File: src/rtl/ps2_kb_pkg.sv
// Shared scan-code constants, decoder state encoding, key-event layout and
// the set-2 scan-code to ASCII translation used by the key decoder.
package ps2_kb_pkg;

  localparam logic [7:0] BRK_PFX = 8'hF0;
  localparam logic [7:0] EXT_PFX = 8'hE0;
  localparam logic [7:0] LSHIFT  = 8'h12;
  localparam logic [7:0] RSHIFT  = 8'h59;
  localparam logic [7:0] CTRL    = 8'h14;
  localparam logic [7:0] CAPS    = 8'h58;

  typedef enum logic [1:0] {
    IDLE    = 2'd0,
    EXT     = 2'd1,
    BRK     = 2'd2,
    EXT_BRK = 2'd3
  } state_t;

  localparam int SCAN_W  = 8;
  localparam int ASCII_W = 8;
  localparam int MODS_W  = 3;

  typedef struct packed {
    logic [SCAN_W-1:0]  scan;
    logic [ASCII_W-1:0] ascii;
    logic               ext;
    logic [MODS_W-1:0]  mods;
  } evt_t;

  localparam int EVT_W = $bits(evt_t);

  function automatic logic [7:0] scan_to_ascii(input logic [7:0] code, input logic shift,
                                               input logic caps, input logic ctrl);
    logic [7:0] letter;
    logic [7:0] dig;
    logic [7:0] sym;
    logic [7:0] res;
    letter = 8'h00;
    dig    = 8'h00;
    sym    = 8'h00;
    res    = 8'h00;
    // Letters resolve to their uppercase ASCII; case is chosen afterwards.
    case (code)
      8'h1C: letter = 8'h41;  8'h32: letter = 8'h42;  8'h21: letter = 8'h43;
      8'h23: letter = 8'h44;  8'h24: letter = 8'h45;  8'h2B: letter = 8'h46;
      8'h34: letter = 8'h47;  8'h33: letter = 8'h48;  8'h43: letter = 8'h49;
      8'h3B: letter = 8'h4A;  8'h42: letter = 8'h4B;  8'h4B: letter = 8'h4C;
      8'h3A: letter = 8'h4D;  8'h31: letter = 8'h4E;  8'h44: letter = 8'h4F;
      8'h4D: letter = 8'h50;  8'h15: letter = 8'h51;  8'h2D: letter = 8'h52;
      8'h1B: letter = 8'h53;  8'h2C: letter = 8'h54;  8'h3C: letter = 8'h55;
      8'h2A: letter = 8'h56;  8'h1D: letter = 8'h57;  8'h22: letter = 8'h58;
      8'h35: letter = 8'h59;  8'h1A: letter = 8'h5A;
      default: letter = 8'h00;
    endcase
    case (code)
      8'h45: begin dig = 8'h30; sym = 8'h29; end
      8'h16: begin dig = 8'h31; sym = 8'h21; end
      8'h1E: begin dig = 8'h32; sym = 8'h40; end
      8'h26: begin dig = 8'h33; sym = 8'h23; end
      8'h25: begin dig = 8'h34; sym = 8'h24; end
      8'h2E: begin dig = 8'h35; sym = 8'h25; end
      8'h36: begin dig = 8'h36; sym = 8'h5E; end
      8'h3D: begin dig = 8'h37; sym = 8'h26; end
      8'h3E: begin dig = 8'h38; sym = 8'h2A; end
      8'h46: begin dig = 8'h39; sym = 8'h28; end
      default: begin dig = 8'h00; sym = 8'h00; end
    endcase
    if (letter != 8'h00) begin
      if (ctrl)              res = letter & 8'h1F;
      else if (shift ^ caps) res = letter;
      else                   res = letter + 8'h20;
    end else if (dig != 8'h00) begin
      res = shift ? sym : dig;
    end else begin
      case (code)
        8'h29:   res = 8'h20;
        8'h5A:   res = 8'h0D;
        8'h66:   res = 8'h08;
        default: res = 8'h00;
      endcase
    end
    return res;
  endfunction

endpackage

File: src/rtl/ps2_evt_fifo.sv
// Generic synchronous FIFO; pointers carry one extra wrap bit so full and
// empty are told apart by the MSB. A push into a full FIFO is accepted only
// when a pop happens in the same cycle.
module ps2_evt_fifo #(
  parameter int WIDTH = 8,
  parameter int DEPTH = 8
) (
  input  logic             clk,
  input  logic             rst,
  input  logic             push_i,
  input  logic [WIDTH-1:0] push_data_i,
  input  logic             pop_i,
  output logic [WIDTH-1:0] head_o,
  output logic             full_o,
  output logic             empty_o
);

  localparam int AW = $clog2(DEPTH);
  localparam logic [AW:0] PTR_ONE = {{AW{1'b0}}, 1'b1};

  logic [AW:0]      wr_ptr_q;
  logic [AW:0]      rd_ptr_q;
  logic [WIDTH-1:0] mem_q [DEPTH];
  logic             do_push;
  logic             do_pop;

  assign empty_o = (wr_ptr_q == rd_ptr_q);
  assign full_o  = (wr_ptr_q[AW] != rd_ptr_q[AW]) && (wr_ptr_q[AW-1:0] == rd_ptr_q[AW-1:0]);
  assign do_pop  = pop_i && !empty_o;
  assign do_push = push_i && (!full_o || do_pop);
  assign head_o  = mem_q[rd_ptr_q[AW-1:0]];

  always_ff @(posedge clk or negedge rst) begin
    if (!rst) begin
      wr_ptr_q <= '0;
      rd_ptr_q <= '0;
    end else begin
      if (do_push) wr_ptr_q <= wr_ptr_q + PTR_ONE;
      if (do_pop)  rd_ptr_q <= rd_ptr_q + PTR_ONE;
    end
  end

  always_ff @(posedge clk) begin
    if (do_push) mem_q[wr_ptr_q[AW-1:0]] <= push_data_i;
  end

endmodule

File: src/rtl/ps2_key_decoder.sv
// PS/2 set-2 key decoder: prefix tracking, modifier state, ASCII translation,
// a press counter and a valid/ready event queue for the CPU side.
import ps2_kb_pkg::*;

module ps2_key_decoder #(
  parameter int FIFO_DEPTH = 8,
  parameter int CNT_W      = 8,
  parameter int EXT_EN     = 1
) (
  input  logic             clk,
  input  logic             rst,
  input  logic [7:0]       rx_data,
  input  logic             rx_valid,
  output logic             out_valid,
  input  logic             out_ready,
  output logic [7:0]       out_scan,
  output logic [7:0]       out_ascii,
  output logic             out_ext,
  output logic [2:0]       out_mods,
  output logic             shift_flag,
  output logic             ctrl_flag,
  output logic             caps_flag,
  output logic [CNT_W-1:0] press_cnt,
  output logic             overflow,
  output logic [1:0]       dbg_state
);

  // Handshake: the head event is offered while out_valid is high and is
  // consumed on a cycle where out_valid && out_ready; fields stay put until then.

  state_t           state_q;
  logic             shift_q, ctrl_q, caps_q, ovf_q;
  logic [7:0]       held_q;
  logic [CNT_W-1:0] cnt_q;
  evt_t             last_q;
  evt_t             push_evt, head, shown;
  logic             push, pop, full, empty, is_mod;
  logic [2:0]       mods;

  assign mods   = {caps_q, ctrl_q, shift_q};
  assign is_mod = (rx_data == LSHIFT) || (rx_data == RSHIFT) ||
                  (rx_data == CTRL) || (rx_data == CAPS);
  assign pop    = !empty && out_ready;

  always_comb begin
    push     = 1'b0;
    push_evt = '{scan: rx_data, ascii: 8'h00, ext: 1'b0, mods: mods};
    if (rx_valid) begin
      case (state_q)
        IDLE: begin
          if (rx_data != EXT_PFX && rx_data != BRK_PFX && !is_mod) begin
            push           = 1'b1;
            push_evt.ascii = scan_to_ascii(rx_data, shift_q, caps_q, ctrl_q);
          end
        end
        EXT: begin
          if (rx_data != BRK_PFX && rx_data != CTRL && EXT_EN != 0) begin
            push         = 1'b1;
            push_evt.ext = 1'b1;
          end
        end
        default: push = 1'b0;
      endcase
    end
  end

  ps2_evt_fifo #(.WIDTH(EVT_W), .DEPTH(FIFO_DEPTH)) u_fifo (
    .clk         (clk),
    .rst         (rst),
    .push_i      (push),
    .push_data_i (push_evt),
    .pop_i       (pop),
    .head_o      (head),
    .full_o      (full),
    .empty_o     (empty)
  );

  always_ff @(posedge clk or negedge rst) begin
    if (!rst) begin
      state_q <= IDLE;
      shift_q <= 1'b0;
      ctrl_q  <= 1'b0;
      caps_q  <= 1'b0;
      ovf_q   <= 1'b0;
      held_q  <= 8'h00;
      cnt_q   <= '0;
      last_q  <= '0;
    end else begin
      if (push && full && !pop) ovf_q <= 1'b1;
      if (!empty) last_q <= head;
      if (rx_valid) begin
        case (state_q)
          IDLE: begin
            if (rx_data == EXT_PFX) begin
              state_q <= EXT;
            end else if (rx_data == BRK_PFX) begin
              state_q <= BRK;
            end else begin
              if (rx_data == LSHIFT || rx_data == RSHIFT) shift_q <= 1'b1;
              else if (rx_data == CTRL) ctrl_q <= 1'b1;
              else if (rx_data == CAPS) begin
                // Typematic repeats of CapsLock must not flip the lock again.
                if (held_q != CAPS) caps_q <= ~caps_q;
              end else if (rx_data != held_q) cnt_q <= cnt_q + CNT_W'(1);
              held_q <= rx_data;
            end
          end
          EXT: begin
            if (rx_data == BRK_PFX) begin
              state_q <= EXT_BRK;
            end else begin
              if (rx_data == CTRL) ctrl_q <= 1'b1;
              state_q <= IDLE;
            end
          end
          BRK: begin
            if (rx_data == LSHIFT || rx_data == RSHIFT) shift_q <= 1'b0;
            if (rx_data == CTRL) ctrl_q <= 1'b0;
            if (rx_data == held_q) held_q <= 8'h00;
            state_q <= IDLE;
          end
          EXT_BRK: begin
            if (rx_data == CTRL) ctrl_q <= 1'b0;
            state_q <= IDLE;
          end
          default: state_q <= IDLE;
        endcase
      end
    end
  end

  assign shown      = empty ? last_q : head;
  assign out_valid  = !empty;
  assign out_scan   = shown.scan;
  assign out_ascii  = shown.ascii;
  assign out_ext    = shown.ext;
  assign out_mods   = shown.mods;
  assign shift_flag = shift_q;
  assign ctrl_flag  = ctrl_q;
  assign caps_flag  = caps_q;
  assign press_cnt  = cnt_q;
  assign overflow   = ovf_q;
  assign dbg_state  = state_q;

endmodule
File: config.mk
export PLATFORM = sky130hd
export DESIGN_NAME = ps2_key_decoder
export DESIGN_NICKNAME = d
export VERILOG_FILES = /design/src/rtl/ps2_kb_pkg.sv /design/src/rtl/ps2_evt_fifo.sv /design/src/rtl/ps2_key_decoder.sv
export SDC_FILE = /design/constraint.sdc
export NUM_CORES = 1
export LEC_CHECK = 0
export BUFFER_PORTS_ARGS = -buffer_cell sky130_fd_sc_hd__buf_2
export CAP_MARGIN = 30
export CORE_ASPECT_RATIO = 1.2
export CORE_MARGIN = 2
export CORE_UTILIZATION = 41
export CTS_BUF_LIST = sky130_fd_sc_hd__clkbuf_2 sky130_fd_sc_hd__clkbuf_4 sky130_fd_sc_hd__clkbuf_8
export DETAILED_ROUTE_END_ITERATION = 10
export PLACE_DENSITY = 0.68
export REMOVE_ABC_BUFFERS = 1
export SKIP_LAST_GASP = 1
export SYNTH_ARGS = -nofsm -noshare
export SYNTH_HDL_FRONTEND = slang
export SYNTH_SLANG_ARGS = --single-unit
File: constraint.sdc
create_clock -name clk -period 3.7 [get_ports clk]
set_input_delay 0.185 -clock clk [delete_from_list [all_inputs] [get_ports clk]]
set_output_delay 0.185 -clock clk [all_outputs]
set_load 0.05 [all_outputs]
==> impl_metrics.tcl <==
set metrics [dict create \
    status "finished, final reports clean" \
    cp_slowest_stage_delay_ps 700 \
    critPathLaunchType "flop" \
    routed_wl_um 20300 \
    ant_nets 0 \
    clock_path_buffers 3 \
    netlist_instances 598 \
    fmax_mhz 335 \
    area_delta_synth_final_pct 14.9 \
    num-nets-final 690 \
    antenna_cells 0 \
    endpoint_kind "output port" \
    post-dp-hpwl_um 13200 \
    r2r_slack_ps 740 \
    antenna_found_initial 0 \
    worst_slew_pin_slew_ps 823 \
    final_common_cell "edfxtp_1" \
    holdPathStages 3 \
    cp.arrival_ps 2800 \
    pwr_density_cell_nw_per_um2 792 \
    grt_pass1_wl_um 32500 \
    critPathRequiredTime_ps 3510 \
    worstSkewPairLatency_ps 510 \
    synth_top_flop_cell "edfxtp_1" \
    hold_violations 0 \
    globalplace.congestion 0.868 \
    core_area_um2 21800 \
    min-delay-path-class "in -> reg" \
    fp.dieH_um 167 \
    path_clk_slew_ps 60 \
    netlist_area_um2 9110 \
    cts_made_buffers 34 \
    worst_path_max_delay_cell "dfrtp_2" \
    r2r_cells 6 \
    dieArea_um2 23400 \
    drive_above_1_share 0.278 \
    nFillCells 1836 \
    port_buffers 46 \
    gr-total-overflow 0 \
    period_share 0.808 \
    yosysSeqAreaShare 0.638 \
    stdcell_count 967 \
    worstHoldStart "out_ready" \
    whs_ps 71.6 \
    dieWidth_um 140 \
    ys_ff_latch 202 \
    slew_headroom 0.452 \
    htree_levels 2 \
    r2r-start "dbg_state[1]" \
    wire_per_inst_um 20.9 \
    rows 59 \
    mostFrequentLayoutCells "edfxtp_1 (152), dfrtp_1 (49), buf_2 (46)" \
    num_vias 5463 \
    start_util 0.418 \
    hold_end "u_fifo.rd_ptr_q[0]" \
    ir_worst_vdd_uv 420 \
    reg2reg_to "u_fifo.mem_q[0][9]" \
    yosys.cell_types.count 77 \
    cts_tree "built" \
    via_per_inst 5.65 \
    globalRouteTotalUtil 0.177 \
    synthArstFlopShare 0.248 \
    cts_repair_resize_count 0 \
    grt_max_degree 42 \
    io_pins 47 \
    first_global_vias 5862 \
    setup_violations 0 \
    cp_max_fo 28 \
    dp_cells 904 \
    crit_chain "xnor2_1, nand3_1, nor2b_2, buf_4, nand2_1, o21ai_0, buf_2" \
    rsz0062_at_grt "false" \
    numClockSinks 202 \
    yosys_warnings 0 \
    leakage_uw 0.00371 \
    drc 0 \
    avgSynthCellArea_um2 15.2 \
    dr.pass1.iters 7 \
    finClkSkew_ps 22.1 \
    fin_crit_ps 2990 \
    synth_edf_count 152 \
    path_class "reg -> out" \
    final_max_slew_viol_count 0 \
    cts-root-buf "clkbuf_8" \
    drt_iter0_markers 407 \
    max-cap-violations 0 \
]
[layer usage]
metal	wire length [um]	vias up	track usage
met2	10200	179	0.305
met3	1050	51	0.0329
met5	0	-	0
met4	592	0	0.0760
met1	8390	2752	0.220
li1	-	2481	-
[registers in the layout, summed over array words and instances (netlist names), 2 cells and up]
signal and cells:
u_fifo.mem_q 152, last_q 20, held_q 8, press_cnt 8, u_fifo.rd_ptr_q 4, u_fifo.wr_ptr_q 4
dbg_state 2
[critical path, delay by kind of cell (launching register included)]
family          cells  cell delay, ps
compound gates      1             110
xor+xnor            1             180
buf+inv             2             670
flops               1             700
simple gates        3             630
[final cells by class]
| class | instances | area [um^2] | share of cell area |
|---|---|---|---|
| well taps | 274 | 343 | 0.0328 |
| repair buffers | 74 | 483 | 0.0461 |
| clock buffers | 45 | 582 | 0.0556 |
| clock inverters | 16 | 129 | 0.0123 |
| flip-flops and latches | 202 | 5820 | 0.556 |
| multi-input cells | 344 | 3070 | 0.293 |
| inverters | 12 | 45.0 | 0.00430 |
[cell usage after synthesis, types with 3 or more instances]
library cell / instances / area (um^2)
a21oi_1: 13 / 65.1
a22o_1: 10 / 87.6
a311oi_1: 3 / 26.3
and2_1: 3 / 18.8
and3_1: 3 / 18.8
buf_1: 10 / 37.5
buf_2: 7 / 35.0
buf_6: 6 / 67.6
clkbuf_1: 15 / 56.3
dfrtp_1: 50 / 1250
edfxtp_1: 152 / 4560
ha_1: 10 / 125
inv_1: 11 / 41.3
mux2_2: 3 / 33.8
mux2i_1: 26 / 260
mux4_2: 38 / 856
nand2_1: 43 / 161
nand2b_1: 13 / 81.3
nand3_1: 4 / 20.0
nand3b_1: 3 / 22.5
nand4_1: 5 / 31.3
nand4b_1: 3 / 26.3
nor2_1: 16 / 60.1
nor2b_1: 6 / 37.5
nor3_1: 15 / 75.1
nor4_1: 5 / 31.3
o211ai_1: 3 / 22.5
o21ai_0: 28 / 140
o221ai_1: 3 / 26.3
or3_1: 3 / 18.8
or4b_2: 3 / 30.0
xnor2_1: 13 / 114
xor2_1: 14 / 123
[timing repair]
item | in CTS | in global routing
hold buffers | 2 | 0
setup buffers | 0 | 0
endpoints found under the hold margin | 34 | 0
[how the worst max path moves through the flow]
stage	start	endpoint	depth (start not counted)
CTS	u_fifo.rd_ptr_q[0]	out_ascii[2]	7
global placement	rx_data[0]	u_fifo.mem_q[0][9]	9
global route	u_fifo.rd_ptr_q[0]	out_ascii[2]	7
detailed placement	rx_data[0]	u_fifo.mem_q[0][9]	9
floorplan	u_fifo.rd_ptr_q[0]	last_q[0]	4
finish	u_fifo.rd_ptr_q[0]	out_scan[1]	7
[per-stage QoR]
| step | cell area, um^2 | setup TNS (ps) | util | total power (uW) | worst slack, ps |
|---|---|---|---|---|---|
| floorplan | 8900 | -77810 | - | 5460 | -885 |
| finish | 10500 | 0 | 0.481 | 8290 | 712 |
| detailed placement | 9740 | 0 | 0.447 | 6350 | 357 |
| CTS | 10500 | 0 | 0.481 | 8410 | 618 |
| global route | 10500 | 0 | 0.481 | 8720 | 304 |
| global placement | 9740 | 0 | 0.447 | 6290 | 529 |
[kinds of logic (layout without fill, tap and decap cells)]
family	after synthesis	after routing	synth area share
fa+ha+maj	10	10	0.0137
simple gates	139	139	0.0836
flops	202	202	0.638
mux	69	69	0.130
compound gates	99	99	0.0802
buf+inv	52	147	0.0282
xor+xnor	27	27	0.0260
[where the power goes]
part	switching [uW]	internal [uW]
Combinational	2090	1020
Clock	866	1170
Sequential	241	2900
(Power assumes the default switching activity.)
